$ cat src/rtl/line_engine.sv
// line_engine: Bresenham line rasteriser feeding vga_adapter one pixel per clock.
// A rising edge on go captures (new_x, new_y) as the end point, the line is drawn
// from the stored origin to it, and the end point then becomes the next origin.
// Optional feature: define LINE_CLIP_EN to clamp captured end points to X_MAX/Y_MAX.
//
// Handshake: ready is high only in IDLE. A synchronised rising edge of go seen
// while ready is high is accepted on that cycle; edges seen while ready is low
// are dropped, so the user has to toggle go again.
module line_engine #(
   parameter int X_WIDTH = 9,
   parameter int Y_WIDTH = 8,
   parameter int X_MAX   = 319,
   parameter int Y_MAX   = 239
) (
   input  logic               clock,
   input  logic               resetn,
   input  logic               go,
   input  logic [X_WIDTH-1:0] new_x,
   input  logic [Y_WIDTH-1:0] new_y,
   output logic               ready,
   output logic               done,
   output logic [X_WIDTH-1:0] x,
   output logic [Y_WIDTH-1:0] y,
   output logic               plot
);

   // Internal arithmetic width: wide enough for any difference of two coordinates
   localparam int CW = 11;
   localparam logic signed [CW-1:0] STEP_POS = 1;
   localparam logic signed [CW-1:0] STEP_NEG = -1;

   typedef enum logic [1:0] {S_IDLE, S_SETUP, S_DRAW, S_DONE} state_t;

   state_t state;
   state_t state_nxt;

   logic go_meta, go_s, go_s_d, start;

   logic [X_WIDTH-1:0] cap_x, end_x, org_x;
   logic [Y_WIDTH-1:0] cap_y, end_y, org_y;

   logic signed [CW-1:0] ex, ey, ox, oy;
   logic signed [CW-1:0] dx, dy, sx, sy, err, cur_x, cur_y;
   logic signed [CW-1:0] dx_init, dy_init, err_nxt;
   logic signed [CW:0]   e2, dx_w, dy_w;
   logic                 x_fwd, y_fwd, step_x, step_y, at_end;

`ifdef LINE_CLIP_EN
   localparam logic [X_WIDTH-1:0] X_LIM = X_WIDTH'(X_MAX);
   localparam logic [Y_WIDTH-1:0] Y_LIM = Y_WIDTH'(Y_MAX);
   assign cap_x = (new_x > X_LIM) ? X_LIM : new_x;
   assign cap_y = (new_y > Y_LIM) ? Y_LIM : new_y;
`else
   // Raw capture: off-screen pixels are strobed and vga_adapter drops them
   assign cap_x = new_x;
   assign cap_y = new_y;
`endif

   // Coordinates are unsigned; zero-extend before treating them as signed
   assign ex = signed'(CW'(end_x));
   assign ey = signed'(CW'(end_y));
   assign ox = signed'(CW'(org_x));
   assign oy = signed'(CW'(org_y));

   assign x_fwd   = (ex >= ox);
   assign y_fwd   = (ey >= oy);
   assign dx_init = x_fwd ? (ex - ox) : (ox - ex);
   // dy is kept as the negative magnitude, as in the classic integer form
   assign dy_init = y_fwd ? (oy - ey) : (ey - oy);

   assign e2      = {err, 1'b0};
   assign dx_w    = (CW+1)'(dx);
   assign dy_w    = (CW+1)'(dy);
   assign step_x  = (e2 >= dy_w);
   assign step_y  = (e2 <= dx_w);
   assign err_nxt = err + (step_x ? dy : CW'(0)) + (step_y ? dx : CW'(0));
   assign at_end  = (cur_x == ex) && (cur_y == ey);

   assign start = go_s & ~go_s_d;
   assign x     = cur_x[X_WIDTH-1:0];
   assign y     = cur_y[Y_WIDTH-1:0];

   // Two-flop synchroniser plus edge-detect stage for the asynchronous go level
   always_ff @(posedge clock or negedge resetn) begin
      if (!resetn) begin
         go_meta <= 1'b0;
         go_s    <= 1'b0;
         go_s_d  <= 1'b0;
      end else begin
         go_meta <= go;
         go_s    <= go_meta;
         go_s_d  <= go_s;
      end
   end

   // FSM state register
   always_ff @(posedge clock or negedge resetn) begin
      if (!resetn) state <= S_IDLE;
      else         state <= state_nxt;
   end

   // FSM next state and state-decoded outputs
   always_comb begin
      state_nxt = state;
      ready     = 1'b0;
      plot      = 1'b0;
      done      = 1'b0;
      unique case (state)
         S_IDLE: begin
            ready = 1'b1;
            if (start) state_nxt = S_SETUP;
         end
         S_SETUP: state_nxt = S_DRAW;
         S_DRAW: begin
            plot = 1'b1;
            if (at_end) state_nxt = S_DONE;
         end
         S_DONE: begin
            done      = 1'b1;
            state_nxt = S_IDLE;
         end
         default: state_nxt = S_IDLE;
      endcase
   end

   // Datapath: capture, line setup, per-pixel stepping and origin update
   always_ff @(posedge clock or negedge resetn) begin
      if (!resetn) begin
         end_x <= '0;
         end_y <= '0;
         org_x <= '0;
         org_y <= '0;
         dx    <= '0;
         dy    <= '0;
         sx    <= '0;
         sy    <= '0;
         err   <= '0;
         cur_x <= '0;
         cur_y <= '0;
      end else begin
         unique case (state)
            S_IDLE: begin
               if (start) begin
                  end_x <= cap_x;
                  end_y <= cap_y;
               end
            end
            S_SETUP: begin
               dx    <= dx_init;
               dy    <= dy_init;
               sx    <= x_fwd ? STEP_POS : STEP_NEG;
               sy    <= y_fwd ? STEP_POS : STEP_NEG;
               err   <= dx_init + dy_init;
               cur_x <= ox;
               cur_y <= oy;
            end
            S_DRAW: begin
               if (!at_end) begin
                  err <= err_nxt;
                  if (step_x) cur_x <= cur_x + sx;
                  if (step_y) cur_y <= cur_y + sy;
               end
            end
            S_DONE: begin
               org_x <= end_x;
               org_y <= end_y;
            end
            default: ;
         endcase
      end
   end

endmodule

$ cat config.mk
export PLATFORM = sky130hd
export DESIGN_NAME = line_engine
export DESIGN_NICKNAME = d
export VERILOG_FILES = /design/src/rtl/line_engine.sv
export SDC_FILE = /design/constraint.sdc
export NUM_CORES = 1
export LEC_CHECK = 0
export CAP_MARGIN = 20
export CELL_PAD_IN_SITES_DETAIL_PLACEMENT = 1
export CELL_PAD_IN_SITES_GLOBAL_PLACEMENT = 1
export CORE_UTILIZATION = 45
export DETAILED_ROUTE_END_ITERATION = 7
export PLACE_DENSITY_LB_ADDON = 0.1
export SLEW_MARGIN = 20
export SYNTH_ARGS = -nofsm -noshare
export SYNTH_HDL_FRONTEND = slang
export SYNTH_SLANG_ARGS = --single-unit
$ cat constraint.sdc
create_clock -name clock -period 9.8 [get_ports clock]
set_input_delay 0.98 -clock clock [delete_from_list [all_inputs] [get_ports clock]]
set_output_delay 0.98 -clock clock [all_outputs]
set_load 0.01 [all_outputs]
==> flow_summary.yaml, run 1 <==
place:
  placed_cells: 1133
  gp_congestion: 0.896
  port_buffers: 39
  dpl_cell_area_um2: 8660
  dpl.hpwl_um: 18400
drt:
  routed_wl_um: 23200
  highest_layer: "met4"
  drc: 0
  vias: 6564
  antenna_left: 0
  met1_length_um: 10700
  viasPerCell: 5.71
  drt_iter0_markers: 313
  first_pass_iters: 4
  route.met2.wl_um: 11400
  met3_length_um: 650
  routedWlPerCell_um: 20.2
clocking:
  htreeDepth: 3
  clk_latency_ns: 0.36
  clock-sinks: 94
  cts_buffers: 9
  cts_resized: 0
  clockBufferDepth: 2
  hold_buffers: 0
  path_clk_slew_ns: 0.07
  post_cts_buffers: 0
  cts_tree: "done"
  root_buffer: "clkbuf_16"
logic_synthesis:
  yosysTopAreaCell: "dfrtp_1"
  netlist_area_um2: 8170
  synth_top_area_frac: 0.288
  avgSynthCellArea_um2: 9.05
  synth_edf_count: 0
  synthFlopType: "dfrtp_1"
  yosysWarningCount: 0
  yosysSeqAreaShare: 0.288
  async_flop_share: 1.00
  synthDistinctLibCells: 74
  synthTopCellsByArea: "dfrtp_1 (29%), ha_1 (15%), mux2_2 (4.8%), o21ai_0 (4.7%), fa_1 (4.4%)"
  synth_seq_cells: 94
  syn_inst: 903
  syn_nets: 1040
setup_path:
  crit_family: "compound AO/OA/AOI/OAI gates"
  crit_path_max_fanout: 9
  crit_slowest_cell: "o41ai_4"
  cp-end-kind: "flop"
  cp_data_arrival_time_ns: 5.58
  cp_num_buf_inv: 1
  critical_path_class: "reg2reg"
  crit_path_start: "dy[9]$_DFFE_PN0N_"
  cp.required_ns: 10.05
  cpPeakStageDelay_ns: 0.70
  rr_startpoint: "dy[9]$_DFFE_PN0N_"
  cp_cell_sequence: "inv_1, ha_1, and4_4, a221oi_2, o21ai_2, o41ai_4, nor2_1, fa_1, ha_1, fa_1, a21o_1, a21oi_1, o21bai_1, a2111oi_0, nor3_1, xnor2_1, mux2i_1, mux2_2"
  cp-start-kind: "flop"
min_path:
  min_path_type: "reg2reg"
  min_from: "go_meta$_DFF_PN0_"
floorplanning:
  dieArea_um2: 18700
  fp.coreArea_um2: 17500
  dieHeight_um: 137
  start_util: 0.466
  std_cell_rows: 48
  die_w_um: 137
  io_pins: 40
layout:
  insertedDiodeCount: 0
  postLayoutCellArea_um2: 8980
  nets: 1056
  drive_above_1_share: 0.0887
  syn_to_final_growth_pct: 9.83
  instances_no_fill: 1149
  nFillCells: 2064
grt:
  grt_max_degree: 66
  overflow: 0
  track_usage: 0.266
  grt_pass1_vias: 7007
  antenna_found_initial: 0
  grt_first_pass_wirelength_um: 37700
sta:
  drv_slew: 0
  fin_tns_setup_ns: 0
  setup_viol: 0
  hold_ws_ns: 0.381
  finalHoldViolCount: 0
  worst_pin_slew_ns: 1.04
  maxSlewHeadroom: 0.305
  period_share: 0.545
  min_period_ns: 5.34
  rsz0062_at_grt: "false"
  max_freq_mhz: 187
  clock_skew_ns: 0.00945
job:
  cap_violations: 0
outcome:
  status: "completed"
## through the flow
stage                     utilization  setup slack [ns]
final                           0.512              4.46
after detailed placement        0.494              4.52
after CTS                       0.512              4.44
after floorplan                     -              5.25
after global placement          0.494              4.72
after global routing            0.512              4.09
## final timing paths
path | end | slack (ns) | cells after the start
setup / recovery | err[9]$_DFFE_PN0P_ | 4.46 | 18
hold / removal | go_s$_DFF_PN0_ | 0.38 | 0
setup reg to reg | err[9]$_DFFE_PN0P_ | 4.46 | 18
hold reg to reg | go_s$_DFF_PN0_ | 0.38 | 0
max in group asynchronous | org_y[5]$_DFFE_PN0P_ | 7.98 | 2
min in group asynchronous | cur_x[1]$_DFFE_PN0P_ | 0.55 | 1
## cells in the final DEF (no fill, tap or decap), types with 5 or more instances in the layout
| master | n |
|---|---|
| o21ai_0 | 76 |
| a21boi_0 | 5 |
| dfrtp_1 | 94 |
| mux2i_1 | 19 |
| nor2_1 | 52 |
| buf_4 | 7 |
| ha_1 | 99 |
| nand3_1 | 7 |
| clkdlybuf4s50_1 | 38 |
| nand4_1 | 8 |
| nand2_1 | 80 |
| clkbuf_16 | 9 |
| nor2b_1 | 14 |
| o21bai_1 | 10 |
| fa_1 | 18 |
| a2111oi_0 | 6 |
| inv_1 | 88 |
| a21o_1 | 19 |
| o31ai_1 | 6 |
| mux2_2 | 35 |
| o211ai_1 | 5 |
| nand2b_1 | 11 |
| a21oi_1 | 60 |
| and3_1 | 8 |
| xor2_1 | 22 |
| nor3_1 | 11 |
| nor4_1 | 6 |
| xnor2_1 | 35 |
## area by class of cell
type / instances / area, um2 / share of cell area
timing repair buffer: 45 / 433 / 0.0482
clock inverter: 7 / 91.3 / 0.0102
multi-input combinational: 680 / 5260 / 0.586
inverter: 89 / 334 / 0.0372
clock buffer: 9 / 225 / 0.0251
tap: 225 / 282 / 0.0314
sequential: 94 / 2350 / 0.262
## kinds of logic after synthesis
| kind of cell | Yosys count | share of synthesized area |
|---|---|---|
| DFF | 94 | 0.288 |
| and+or+nand+nor | 218 | 0.127 |
| AOI/OAI and AO/OA | 232 | 0.183 |
| muxes | 54 | 0.0715 |
| buffers and inverters | 129 | 0.0687 |
| xor gates and xnor gates | 59 | 0.0658 |
| adders and majority gates | 117 | 0.196 |
## synthesized netlist by cell type (3+ instances only)
cell type,n
nor3_1,11
o21a_1,3
fa_1,18
clkbuf_1,18
mux2_2,35
and2_1,3
ha_1,99
buf_4,18
xnor2_1,35
nand2b_1,11
and3_1,8
nand4_1,8
a2111oi_0,6
o21bai_1,10
o211ai_1,5
dfrtp_1,94
o21ai_1,3
nand2_1,80
nor2_1,52
o31ai_1,6
mux2i_1,19
o21ai_0,76
nand3_1,7
or2_2,3
inv_1,88
a21oi_1,60
a31o_2,3
nor2b_1,14
nand3b_1,3
xor2_1,22
a21boi_0,5
a211oi_2,3
a21o_1,19
a211oi_1,3
nor4_1,6
or3_1,3
## per-layer routing
| layer | vias up | GRT usage |
|---|---|---|
| met2 | 73 | 0.453 |
| met3 | 29 | 0.0474 |
| met4 | 0 | 0.0781 |
| met5 | - | 0 |
| met1 | 3306 | 0.345 |
| li1 | 3156 | - |
## state kept, by name, summed over array words and instances (netlist names)
| signal | cells |
|---|---|
| sx | 2 |
| org_y | 8 |
| org_x | 9 |
| cur_x | 11 |
| end_y | 8 |
| dy | 9 |
| sy | 1 |
| state | 2 |
| end_x | 9 |
| go_meta | 1 |
| go_s | 1 |
| cur_y | 11 |
| dx | 10 |
| err | 11 |
| go_s_d | 1 |
## worst register-to-register path, delay by kind of cell, from the launching register on
family,cells,cell delay [ns]
flip-flops,1,0.39
AO/OA/AOI/OAI,7,2.10
buffers and inverters,1,0.21
XOR/XNOR,1,0.15
multiplexers,2,0.37
adder cells (fa/ha/maj),4,1.49
AND/OR/NAND/NOR,3,0.50
Power of run 1 is not shown: default switching activity piles up to over one toggle a cycle in this logic, so the estimate is an artifact.
==> run 2: changes to the inputs <==
--- a/config.mk
+++ b/config.mk
@@ -8,7 +8,7 @@
 export CAP_MARGIN = 20
 export CELL_PAD_IN_SITES_DETAIL_PLACEMENT = 1
 export CELL_PAD_IN_SITES_GLOBAL_PLACEMENT = 1
-export CORE_UTILIZATION = 45
+export CORE_UTILIZATION = 43
 export DETAILED_ROUTE_END_ITERATION = 7
 export PLACE_DENSITY_LB_ADDON = 0.1
 export SLEW_MARGIN = 20
==> constraint.sdc (replaced) <==
create_clock -name clock -period 4.5 [get_ports clock]
set_input_delay 0.45 -clock clock [delete_from_list [all_inputs] [get_ports clock]]
set_output_delay 0.45 -clock clock [all_outputs]
set_load 0.01 [all_outputs]
==> run 2 against run 1 <==
Compared with the run above:
- design area up 7.3%
- first-iteration DRC count is 13% lower
- utilization is 0.49 points higher
- die area rose by 4.6%
- worst hold slack got worse by 0.21 ns
- global-route usage decreased by 1.0 points
- clock skew is 0.0054 ns higher
- routed wire length is 3.2% higher
- via count is 3.3% higher
- critical endpoint unchanged
==> flow_summary.yaml, run 2 (synthesis results as in run 1) <==
drt:
  antenna_left: 0
  viasPerCell: 5.55
  first_pass_iters: 5
  routed_wl_um: 24000
  vias: 6779
  drc: 0
  drt_iter0_markers: 272
  routedWlPerCell_um: 19.6
setup_path:
  cpPeakStageDelay_ns: 0.49
  cp-start-kind: "flop"
  cp.required_ns: 4.74
  cp-end-kind: "flop"
  critical_path_class: "reg2reg"
  reg2reg_slack_ns: 0.09
  crit_slowest_cell: "fa_1"
  cp_cell_sequence: "inv_2, ha_4, and4b_1, a211o_1, a211oi_2, o2111ai_2, and3_4, buf_6, nand2b_1, fa_1, inv_1, ha_4, a21o_1, a21oi_2, o21bai_2, a2111oi_2, nor3_1, xnor2_1, mux2i_1, mux2_2"
  cp_data_arrival_time_ns: 4.64
  cp_common_cell: "ha_4"
  crit_path_max_fanout: 7
clocking:
  clockBufferDepth: 2
  hold_buffers: 0
  cts_tree: "done"
  path_clk_slew_ns: 0.07
  cts_buffers: 9
  root_buffer: "clkbuf_16"
  htreeDepth: 3
  clock-sinks: 94
  clk_latency_ns: 0.36
sta:
  min_period_ns: 4.41
  worst_pin_slew_ns: 0.833
  drv_slew: 0
  setup_viol: 0
  clock_skew_ns: 0.0149
  finalHoldViolCount: 0
  rsz0062_at_grt: "true"
  max_freq_mhz: 227
  maxSlewHeadroom: 0.445
  period_share: 0.979
layout:
  nFillCells: 2189
  mostFrequentLayoutCells: "dfrtp_1 (94), ha_1 (91), inv_1 (83)"
  fin_util: 0.517
  top_regs: "cur_x: 11 flops, cur_y: 11 flops, err: 11 flops"
  final_common_cell: "dfrtp_1"
  instances_no_fill: 1222
  syn_to_final_growth_pct: 17.9
  drive_above_1_share: 0.175
  nets: 1119
grt:
  overflow: 0
  antenna_found_initial: 1
  use_met3: 0.0444
  grt_first_pass_wirelength_um: 38700
  busiest_layer: "met2"
  track_usage: 0.256
  grtUsageMet1: 0.328
  met2_usage: 0.434
  grt_pass1_vias: 7319
  grt_max_degree: 63
outcome:
  status: "completed"
floorplanning:
  die_w_um: 140
  std_cell_rows: 50
  dieHeight_um: 140
  fp.coreArea_um2: 18600
  io_pins: 40
  dieArea_um2: 19600
  start_util: 0.438
place:
  gp_congestion: 0.868
  dpl.hpwl_um: 18900
  port_buffers: 39
  placed_cells: 1194
min_path:
  min_path_type: "in2async"
job:
  cap_violations: 0
## run 2: cell count changes in the layout (fill, tap and decap cells not counted), moves of 3 or more
cell,before,now
a21oi_1,60,56
a21oi_2,1,5
buf_4,7,68
ha_1,99,91
ha_4,0,7
inv_1,88,83
inv_2,1,5
nor2_1,52,49
o21ai_0,76,70
o21ai_1,3,8
## run 2: final cells by class
cell class	count	area, um2	share of cell area
inverter	89	337	0.0349
multi-input combinational	680	5420	0.562
sequential	94	2350	0.244
clock buffer	11	253	0.0262
timing repair buffer	108	917	0.0952
tap	234	293	0.0304
antenna	1	2.50	0.000260
clock inverter	5	62.6	0.00649
## run 2: stage by stage
| step | hold WS (ns) | worst slack [ns] | setup TNS [ns] | cell area [um2] |
|---|---|---|---|---|
| after detailed placement | 0.338 | -0.187 | -0.398 | 9110 |
| after global routing | 0.242 | -0.0910 | -0.183 | 9630 |
| after global placement | 0.347 | 0.0262 | 0 | 9110 |
| after floorplan | 0.154 | 0.0325 | 0 | 8220 |
| final | 0.172 | 0.0928 | 0 | 9630 |
| after CTS | 0.220 | 0.00331 | 0 | 9480 |
## run 2: critical path: cells and delay by family, from the launching register on
| family | cells | cell delay (ns) |
|---|---|---|
| AOI/OAI and AO/OA | 7 | 1.40 |
| xor gates and xnor gates | 1 | 0.16 |
| adders and majority gates | 3 | 0.93 |
| buffers and inverters | 3 | 0.30 |
| DFF | 1 | 0.40 |
| muxes | 2 | 0.37 |
| and+or+nand+nor | 4 | 0.72 |
## run 2: what timing repair did
action                                  in CTS  in global routing
gates cloned                                 0                  0
endpoints found under the setup margin       4                  5
pin swaps                                    7                 20
setup buffers                                3                  7
resized for setup                           11                 21
## run 2: worst paths after layout
path	start	endpoint	depth (start not counted)
min reg2reg	go_meta$_DFF_PN0_	go_s$_DFF_PN0_	0
min	resetn	dy[1]$_DFFE_PN0N_	1
max in group asynchronous	resetn	err[8]$_DFFE_PN0P_	2
min in group clock	go_meta$_DFF_PN0_	go_s$_DFF_PN0_	0
max	dx[3]$_DFFE_PN0N_	err[9]$_DFFE_PN0P_	20
max reg2reg	dx[3]$_DFFE_PN0N_	err[9]$_DFFE_PN0P_	20
## run 2: layer usage
metal | up-vias | wire (um)
li1 | 3280 | -
met3 | 40 | 746
met2 | 109 | 11700
met5 | - | 0
met4 | 0 | 567
met1 | 3350 | 11000
Power of run 2 is left out for the same reason.
